`config.mk`:
```
export PLATFORM = sky130hd
export DESIGN_NAME = instruction_fetch_unit
export DESIGN_NICKNAME = d
export VERILOG_FILES = /design/src/rtl/instruction_fetch_unit.sv
export SDC_FILE = /design/constraint.sdc
export NUM_CORES = 1
export LEC_CHECK = 0
export CAP_MARGIN = 15
export CORE_UTILIZATION = 50
export CTS_BUF_LIST = sky130_fd_sc_hd__clkbuf_4
export CTS_CLUSTER_SIZE = 10
export DETAILED_ROUTE_END_ITERATION = 10
export PLACE_DENSITY_LB_ADDON = 0.3
export SLEW_MARGIN = 20
export SYNTH_ARGS = -nofsm -noshare
export SYNTH_HDL_FRONTEND = slang
export SYNTH_SLANG_ARGS = --single-unit
```
`constraint.sdc`:
```
create_clock -name clk -period 5.4 [get_ports clk]
set_clock_uncertainty 0.2 [all_clocks]
set_input_delay 1.08 -clock clk [delete_from_list [all_inputs] [get_ports clk]]
set_output_delay 1.08 -clock clk [all_outputs]
set_load 0.01 [all_outputs]
```
`src/rtl/instruction_fetch_unit.sv`:
```
// ----------------------------------------------------------------------------
// instruction_fetch_unit
//   Fetch-side initiator for a synchronous instruction ROM with 1-cycle read
//   latency. Issues sequential PCs, pairs each returned word with the PC it
//   was fetched from and presents {pc, instr} to decode over valid/ready.
//
//   Storage for fetched-but-not-consumed instructions:
//     - resp : the read issued last cycle; its word sits on imem_dout.
//     - skid : a single-entry buffer that catches resp when decode stalls.
//   At most two instructions are outstanding (skid + resp). Decode always
//   sees the skid entry first because it is the older of the two.
//
//   The ROM enable depends only on registered state (skid occupancy) and on
//   the redirect input. It never depends on if_ready, so decode backpressure
//   does not form a combinational path into the ROM address/enable.
//
//   A redirect flushes both entries and issues the target in the same cycle.
//   The target's word is presented one cycle later.
// ----------------------------------------------------------------------------
module instruction_fetch_unit #(
  parameter logic [31:0] RESET_PC = 32'h0000_0000,
  parameter logic [31:0] PC_STEP  = 32'h0000_0004
) (
  input  logic        clk,
  input  logic        rst_n,
  // instruction ROM side
  output logic [31:0] imem_addr,
  output logic        imem_en,
  output logic        imem_rst,
  input  logic [31:0] imem_dout,
  // redirect from execute
  input  logic        redirect_valid,
  input  logic [31:0] redirect_pc,
  // decode side
  output logic        if_valid,
  input  logic        if_ready,
  output logic [31:0] if_pc,
  output logic [31:0] if_instr
);

  // --------------------------------------------------------------------------
  // State
  // --------------------------------------------------------------------------
  logic [31:0] pc_q,         pc_d;          // next sequential address to issue
  logic        resp_valid_q, resp_valid_d;  // a read was issued last cycle
  logic [31:0] resp_pc_q,    resp_pc_d;     // address of that read
  logic        skid_valid_q, skid_valid_d;  // skid entry occupied
  logic [31:0] skid_pc_q,    skid_pc_d;
  logic [31:0] skid_instr_q, skid_instr_d;

  // --------------------------------------------------------------------------
  // Combinational helpers
  // --------------------------------------------------------------------------
  logic [31:0] redirect_addr_s;   // word-aligned redirect target
  logic [31:0] fetch_addr_s;      // address presented to the ROM when issuing
  logic        issue_s;           // a ROM read is started this cycle
  logic        present_valid_s;   // something is available for decode
  logic        accept_s;          // decode takes the presented entry

  // Issue decision, fetch address and the decode-facing view of the buffers
  always_comb begin
    redirect_addr_s = {redirect_pc[31:2], 2'b00};
    fetch_addr_s    = redirect_valid ? redirect_addr_s : pc_q;

    // A full skid buffer means resp is also occupied; a further read would
    // overwrite the word resp still needs, so issue only when skid is empty.
    // A redirect discards both entries, so it may always issue.
    issue_s         = rst_n & (redirect_valid | ~skid_valid_q);

    present_valid_s = skid_valid_q | resp_valid_q;
    accept_s        = if_valid & if_ready;
  end

  // ROM and decode output drive
  always_comb begin
    imem_rst  = ~rst_n;
    imem_en   = issue_s;
    if (rst_n) begin
      imem_addr = fetch_addr_s;
    end else begin
      imem_addr = RESET_PC;
    end

    // Nothing is offered on a redirect cycle: whatever is buffered belongs
    // to the discarded path.
    if_valid = rst_n & ~redirect_valid & present_valid_s;

    if (skid_valid_q) begin
      if_pc    = skid_pc_q;
      if_instr = skid_instr_q;
    end else begin
      if_pc    = resp_pc_q;
      if_instr = imem_dout;
    end
  end

  // Next-state for the skid entry
  always_comb begin
    skid_valid_d = skid_valid_q;
    skid_pc_d    = skid_pc_q;
    skid_instr_d = skid_instr_q;

    if (redirect_valid) begin
      // flush: the buffered instruction is on the wrong path
      skid_valid_d = 1'b0;
    end else if (skid_valid_q) begin
      // skid is presented; it leaves only when decode takes it
      if (accept_s) begin
        skid_valid_d = 1'b0;
      end else begin
        skid_valid_d = 1'b1;
      end
    end else if (resp_valid_q && !if_ready) begin
      // resp is presented but stalled; park it before the ROM output moves
      skid_valid_d = 1'b1;
      skid_pc_d    = resp_pc_q;
      skid_instr_d = imem_dout;
    end else begin
      skid_valid_d = 1'b0;
    end
  end

  // Next-state for the in-flight response and the sequential PC
  always_comb begin
    pc_d         = pc_q;
    resp_valid_d = resp_valid_q;
    resp_pc_d    = resp_pc_q;

    if (issue_s) begin
      // the new read becomes the response seen next cycle; PC wraps mod 2^32
      pc_d         = fetch_addr_s + PC_STEP;
      resp_valid_d = 1'b1;
      resp_pc_d    = fetch_addr_s;
    end else if (skid_valid_q) begin
      // ROM held (en=0): resp keeps waiting behind the skid entry
      resp_valid_d = resp_valid_q;
    end else begin
      // no issue and resp was consumed or moved to skid
      resp_valid_d = 1'b0;
    end
  end

  // State registers with asynchronous active-low reset
  always_ff @(posedge clk or negedge rst_n) begin
    if (!rst_n) begin
      pc_q         <= RESET_PC;
      resp_valid_q <= 1'b0;
      resp_pc_q    <= RESET_PC;
      skid_valid_q <= 1'b0;
      skid_pc_q    <= 32'h0000_0000;
      skid_instr_q <= 32'h0000_0000;
    end else begin
      pc_q         <= pc_d;
      resp_valid_q <= resp_valid_d;
      resp_pc_q    <= resp_pc_d;
      skid_valid_q <= skid_valid_d;
      skid_pc_q    <= skid_pc_d;
      skid_instr_q <= skid_instr_d;
    end
  end

endmodule

```
==> results by stage, run 1 <==
Yosys:
- The cell area that synthesis handed to floorplanning was 7230 um2.
- After synthesis the netlist holds a flip-flop and latch count of between 100 and 150.
- A synthesized cell averages about 11 um2.
- The Yosys warning count is 0.
- The area share of fa/ha/maj cells after synthesis is 0.173%.
- The post-synthesis simple-gate area fraction is ~16%.
- The portion of synthesized cell area occupied by the leading cell type is 44.3%.
- The count of flip-flops with a built-in enable after synthesis is 0.
- The count of mapped cells out of synthesis is ~690.
- The count of cell types in the netlist is 60.
- The post-synthesis share of cell area spent on xor and xnor gates is 3.27%.
- The cell accounting for the most synthesized area is sky130_fd_sc_hd__dfrtp_1.
- Counting every net in the synthesized netlist gives approximately 760.
- After synthesis, the cell types taking the most area are sky130_fd_sc_hd__dfrtp_1, sky130_fd_sc_hd__mux2_2, sky130_fd_sc_hd__nand2_1, sky130_fd_sc_hd__o21ai_0, sky130_fd_sc_hd__mux2i_1.
- After synthesis, the largest family of logic cells by area is multiplexers.
- The most used flip-flop cell after synthesis is sky130_fd_sc_hd__dfrtp_1.
- The fraction of synthesis flops using an asynchronous set or reset pin is between 90% and 100%.
- The share of synthesized area occupied by flip-flops and latches is between 40 and 50%.
- Summing the areas of all compound-gate instances in the mapped netlist gives 10.1% of the synthesized area.
- Measured against the total synthesized area, the mux share comes to around a quarter.

Finish:
- The repair_antennas step left the layout with diodes totalling 0.
- Cells with a size suffix above 1 make up 22.7% of the layout.
- The area growth from synthesis to layout is 29.1%.
- In the layout the commonest cells are sky130_fd_sc_hd__clkdlybuf4s50_1, sky130_fd_sc_hd__mux2_2, sky130_fd_sc_hd__dfrtp_1.
- Leaving out fill and tap cells, the most frequent cell in the layout is sky130_fd_sc_hd__clkdlybuf4s50_1.
- The final layout net count is between 900 and 1,000.
- The finished cells cover ~9300 um2.
- The area used by multi-input combinational logic is about 3800 um2.
- The register cell area after layout is approximately 3200 um2.
- The layout filler cell count is 1,056.

STA:
- Setup repair after global routing left no endpoint under its margin.
- The number of hold-slack violations in the final timing report is 0.
- The clock period minus final worst setup slack is roughly 4600 ps.
- Derived from the worst setup path, the maximum achievable clock frequency is about 220 MHz.
- The relative max-transition margin is ~29%.
- For the pin with the worst max-slew slack, the measured transition is ~1100 ps.
- The number of max-slew violations in the final report came to 0.
- Setup violations remaining at the end of the flow were counted as 0.
- The ratio of final minimum period to clock period is a little under nine tenths.
- In the final timing run, aggregate negative setup slack is 0 ps.

Routing:
- The number of DRC violations after detailed-routing iteration 0 is roughly 510.
- After detailed routing, the number of remaining DRC violations is 0.
- The first-pass detailed-route iteration total is 5.
- The wire length after detailed routing is about 18 mm.
- In the final routed layout, each cell accounts on average for between 15 and 20 um.
- The vias per cell is ~5.8.
- Once detail routing completed, the nets flagged for antenna violations numbered 0.
- The final route contains between 5,000 and 6,000 vias.

Clock network:
- The post-cts hold buffer count is 0.
- The total number of clock tree sinks is between 100 and 150.
- The number of H-tree levels is 4.
- Clock tree synthesis inserted a total of 17 buffers.
- Clock latency on the worst-skew pair, taken at its later pin, is 550 ps.
- The number of gates resized after cts is 0.
- The CTS clock-pin slew for the worst setup and hold paths is ~110 ps.
- TritonCTS built the clock tree.
- The clock passes through at most 2 buffers.
- The post-CTS setup-driven buffer insertion count is 0.
- The cell sitting at the root of the clock tree is a sky130_fd_sc_hd__clkbuf_4.

Critical path:
- The element type at the critical path end is an output pin.
- The critical path is of the input pin to output pin type.
- For the worst setup path, the data required time is just over 4000 ps.
- The startpoint identified for the worst register-to-register timing path is skid_valid_q.
- The highest fanout seen on the critical path is 76.
- The arrival time at the worst endpoint is 3310 ps.
- The critical path starts at redirect_valid.
- The worst setup path is launched from an input pin.
- The logic depth of the worst register-to-register path is 6.
- The register-to-register setup slack is approximately 2300 ps.
- The terminus of the critical flop-to-flop path is pc_q[11].

Worst hold path:
- The type of the worst min-delay path is flop to flop.
- Counting instances, the worst hold path has a depth of 2.
- The critical hold path startpoint is pc_q[30].
- For hold timing, the worst endpoint is pc_q[30].

Run:
- The tool flagged a number of max-cap violations equal to 0.

Floorplanning:
- The die area is about 15,000 um2.
- The number of top-level design ports is 167.
- The placeable core region is 14,000 um2.
- For this configuration, the core starts out at a cell density of approximately half.
- The width of the die is between 100 and 150 um.
- Row generation in the floorplan step produced 43 rows.
- The floorplan die height is 122 um.

GRT:
- The initial antenna violation count is 0.
- The total global-route track usage is between 20% and 30%.
- The remaining global-route overflow is 0.
- The global-route wire length before repair is 28.7 mm.
- Entering global routing, the biggest net connects 134 pins.
- The via count of the first global-routing pass came to 5,710.

Placed design:
- The post-placement cell area is between 8000 and 9000 um2.
- The congestion estimate from routability-driven global placement came to ~0.85.
- The count of input and output buffers is 164.
- Detailed placement ended at an HPWL of 12.6 mm.

Power and ir drop:
- The total power density per cell area is between 300 and 400 nW/um2.
- For this design the static power due to leakage is approximately 3.8 nW.
- VDD sags by at most about 0.16 mV.

Run status:
- The flow ran to the end, and the final reports show no timing, DRC or antenna violations.
## synthesized netlist by cell type, types with 3 or more instances
cell type / number
sky130_fd_sc_hd__dfrtp_1: 128
sky130_fd_sc_hd__nand4b_1: 3
sky130_fd_sc_hd__nand3b_1: 11
sky130_fd_sc_hd__nand4_1: 5
sky130_fd_sc_hd__o211ai_1: 6
sky130_fd_sc_hd__buf_6: 4
sky130_fd_sc_hd__nor4_1: 8
sky130_fd_sc_hd__buf_1: 8
sky130_fd_sc_hd__and3_1: 3
sky130_fd_sc_hd__a221oi_1: 7
sky130_fd_sc_hd__a22oi_1: 6
sky130_fd_sc_hd__o22a_1: 3
sky130_fd_sc_hd__xnor2_1: 10
sky130_fd_sc_hd__mux2i_1: 21
sky130_fd_sc_hd__o21ai_0: 46
sky130_fd_sc_hd__and2_1: 5
sky130_fd_sc_hd__nor2b_1: 15
sky130_fd_sc_hd__a22oi_2: 3
sky130_fd_sc_hd__nand3_1: 17
sky130_fd_sc_hd__mux2_2: 130
sky130_fd_sc_hd__clkbuf_1: 18
sky130_fd_sc_hd__buf_2: 14
sky130_fd_sc_hd__inv_1: 4
sky130_fd_sc_hd__nor3_1: 17
sky130_fd_sc_hd__xor2_1: 17
sky130_fd_sc_hd__a21oi_1: 25
sky130_fd_sc_hd__nor2_1: 45
sky130_fd_sc_hd__nand2_1: 69
sky130_fd_sc_hd__a21o_1: 4
## worst max-delay path, stage by stage
cell and delay, ps:
sky130_fd_sc_hd__buf_4 550, sky130_fd_sc_hd__buf_4 520, sky130_fd_sc_hd__nor2b_1 120, sky130_fd_sc_hd__a21oi_1 420, sky130_fd_sc_hd__nor2_1 100, sky130_fd_sc_hd__clkdlybuf4s50_1 500
## how the worst max path moves through the flow
stage / end / slack (ps) / cells past startpoint
floorplan: pc_q[28] / 1650 / 12
global placement: imem_addr[26] / 930 / 5
detailed placement: imem_addr[15] / 870 / 6
CTS: imem_addr[15] / 880 / 6
global route: imem_addr[15] / 700 / 6
finish: imem_addr[15] / 810 / 6
## metrics by stage
stage / hold WS (ps) / std cells / total power [W] / setup slack (ps) / utilization, %
after floorplan: 249 / 686 / 0.00179 / 1650 / -
after global placement: 265 / 995 / 0.00215 / 934 / 64.1
after detailed placement: 275 / 995 / 0.00220 / 872 / 64.1
after CTS: 302 / 1027 / 0.00303 / 875 / 66.7
after global routing: 329 / 1027 / 0.00317 / 704 / 66.7
final: 299 / 1027 / 0.00300 / 806 / 66.7
## logic make-up (layout without fill, tap and decap cells)
kind of cell	count (synthesis)	after routing
AND/OR/NAND/NOR	214	214
multiplexers	152	152
flip-flops	128	128
AO/OA/AOI/OAI	115	115
buffers and inverters	49	210
XOR/XNOR	27	27
adder cells (fa/ha/maj)	1	1
## power by group
group | total [W] | leakage (nW) | internal [W] | switching, W
clock | 0.000827 | 0.194 | 0.000472 | 0.000355
combinational | 0.000847 | 2.05 | 0.000484 | 0.000363
sequential | 0.00133 | 1.55 | 0.00118 | 0.000152
## registers in the layout, summed over array words and instances (netlist names)
signal        count
pc_q             32
resp_pc_q        30
resp_valid_q      1
skid_instr_q     32
skid_pc_q        32
skid_valid_q      1
## metal layers
metal | vias to the layer above | wire length [um] | global-route usage, %
met5 | - | 0 | 0
met3 | 34 | 979 | 4.88
li1 | 2766 | - | -
met2 | 197 | 8840 | 39.9
met1 | 2918 | 8020 | 32.9
met4 | 0 | 517 | 11.8
## final cells by class
type	instances	area share, %
inverters	4	0.161
well taps	180	2.41
repair buffers	174	18.5
flip-flops and latches	128	34.3
multi-input cells	509	40.7
clock buffers	20	1.61
clock inverters	12	2.29
Note: power is estimated with default switching activity, not from simulation.
==> run 2: changes to the inputs <==
--- a/config.mk
+++ b/config.mk
@@ -8,7 +8,7 @@
 export CAP_MARGIN = 15
 export CORE_UTILIZATION = 50
 export CTS_BUF_LIST = sky130_fd_sc_hd__clkbuf_4
-export CTS_CLUSTER_SIZE = 10
+export CTS_CLUSTER_SIZE = 8
 export DETAILED_ROUTE_END_ITERATION = 10
 export PLACE_DENSITY_LB_ADDON = 0.3
 export SLEW_MARGIN = 20
==> results of run 2 <==
Final layout, timing and power as in run 1 (identical DEF).
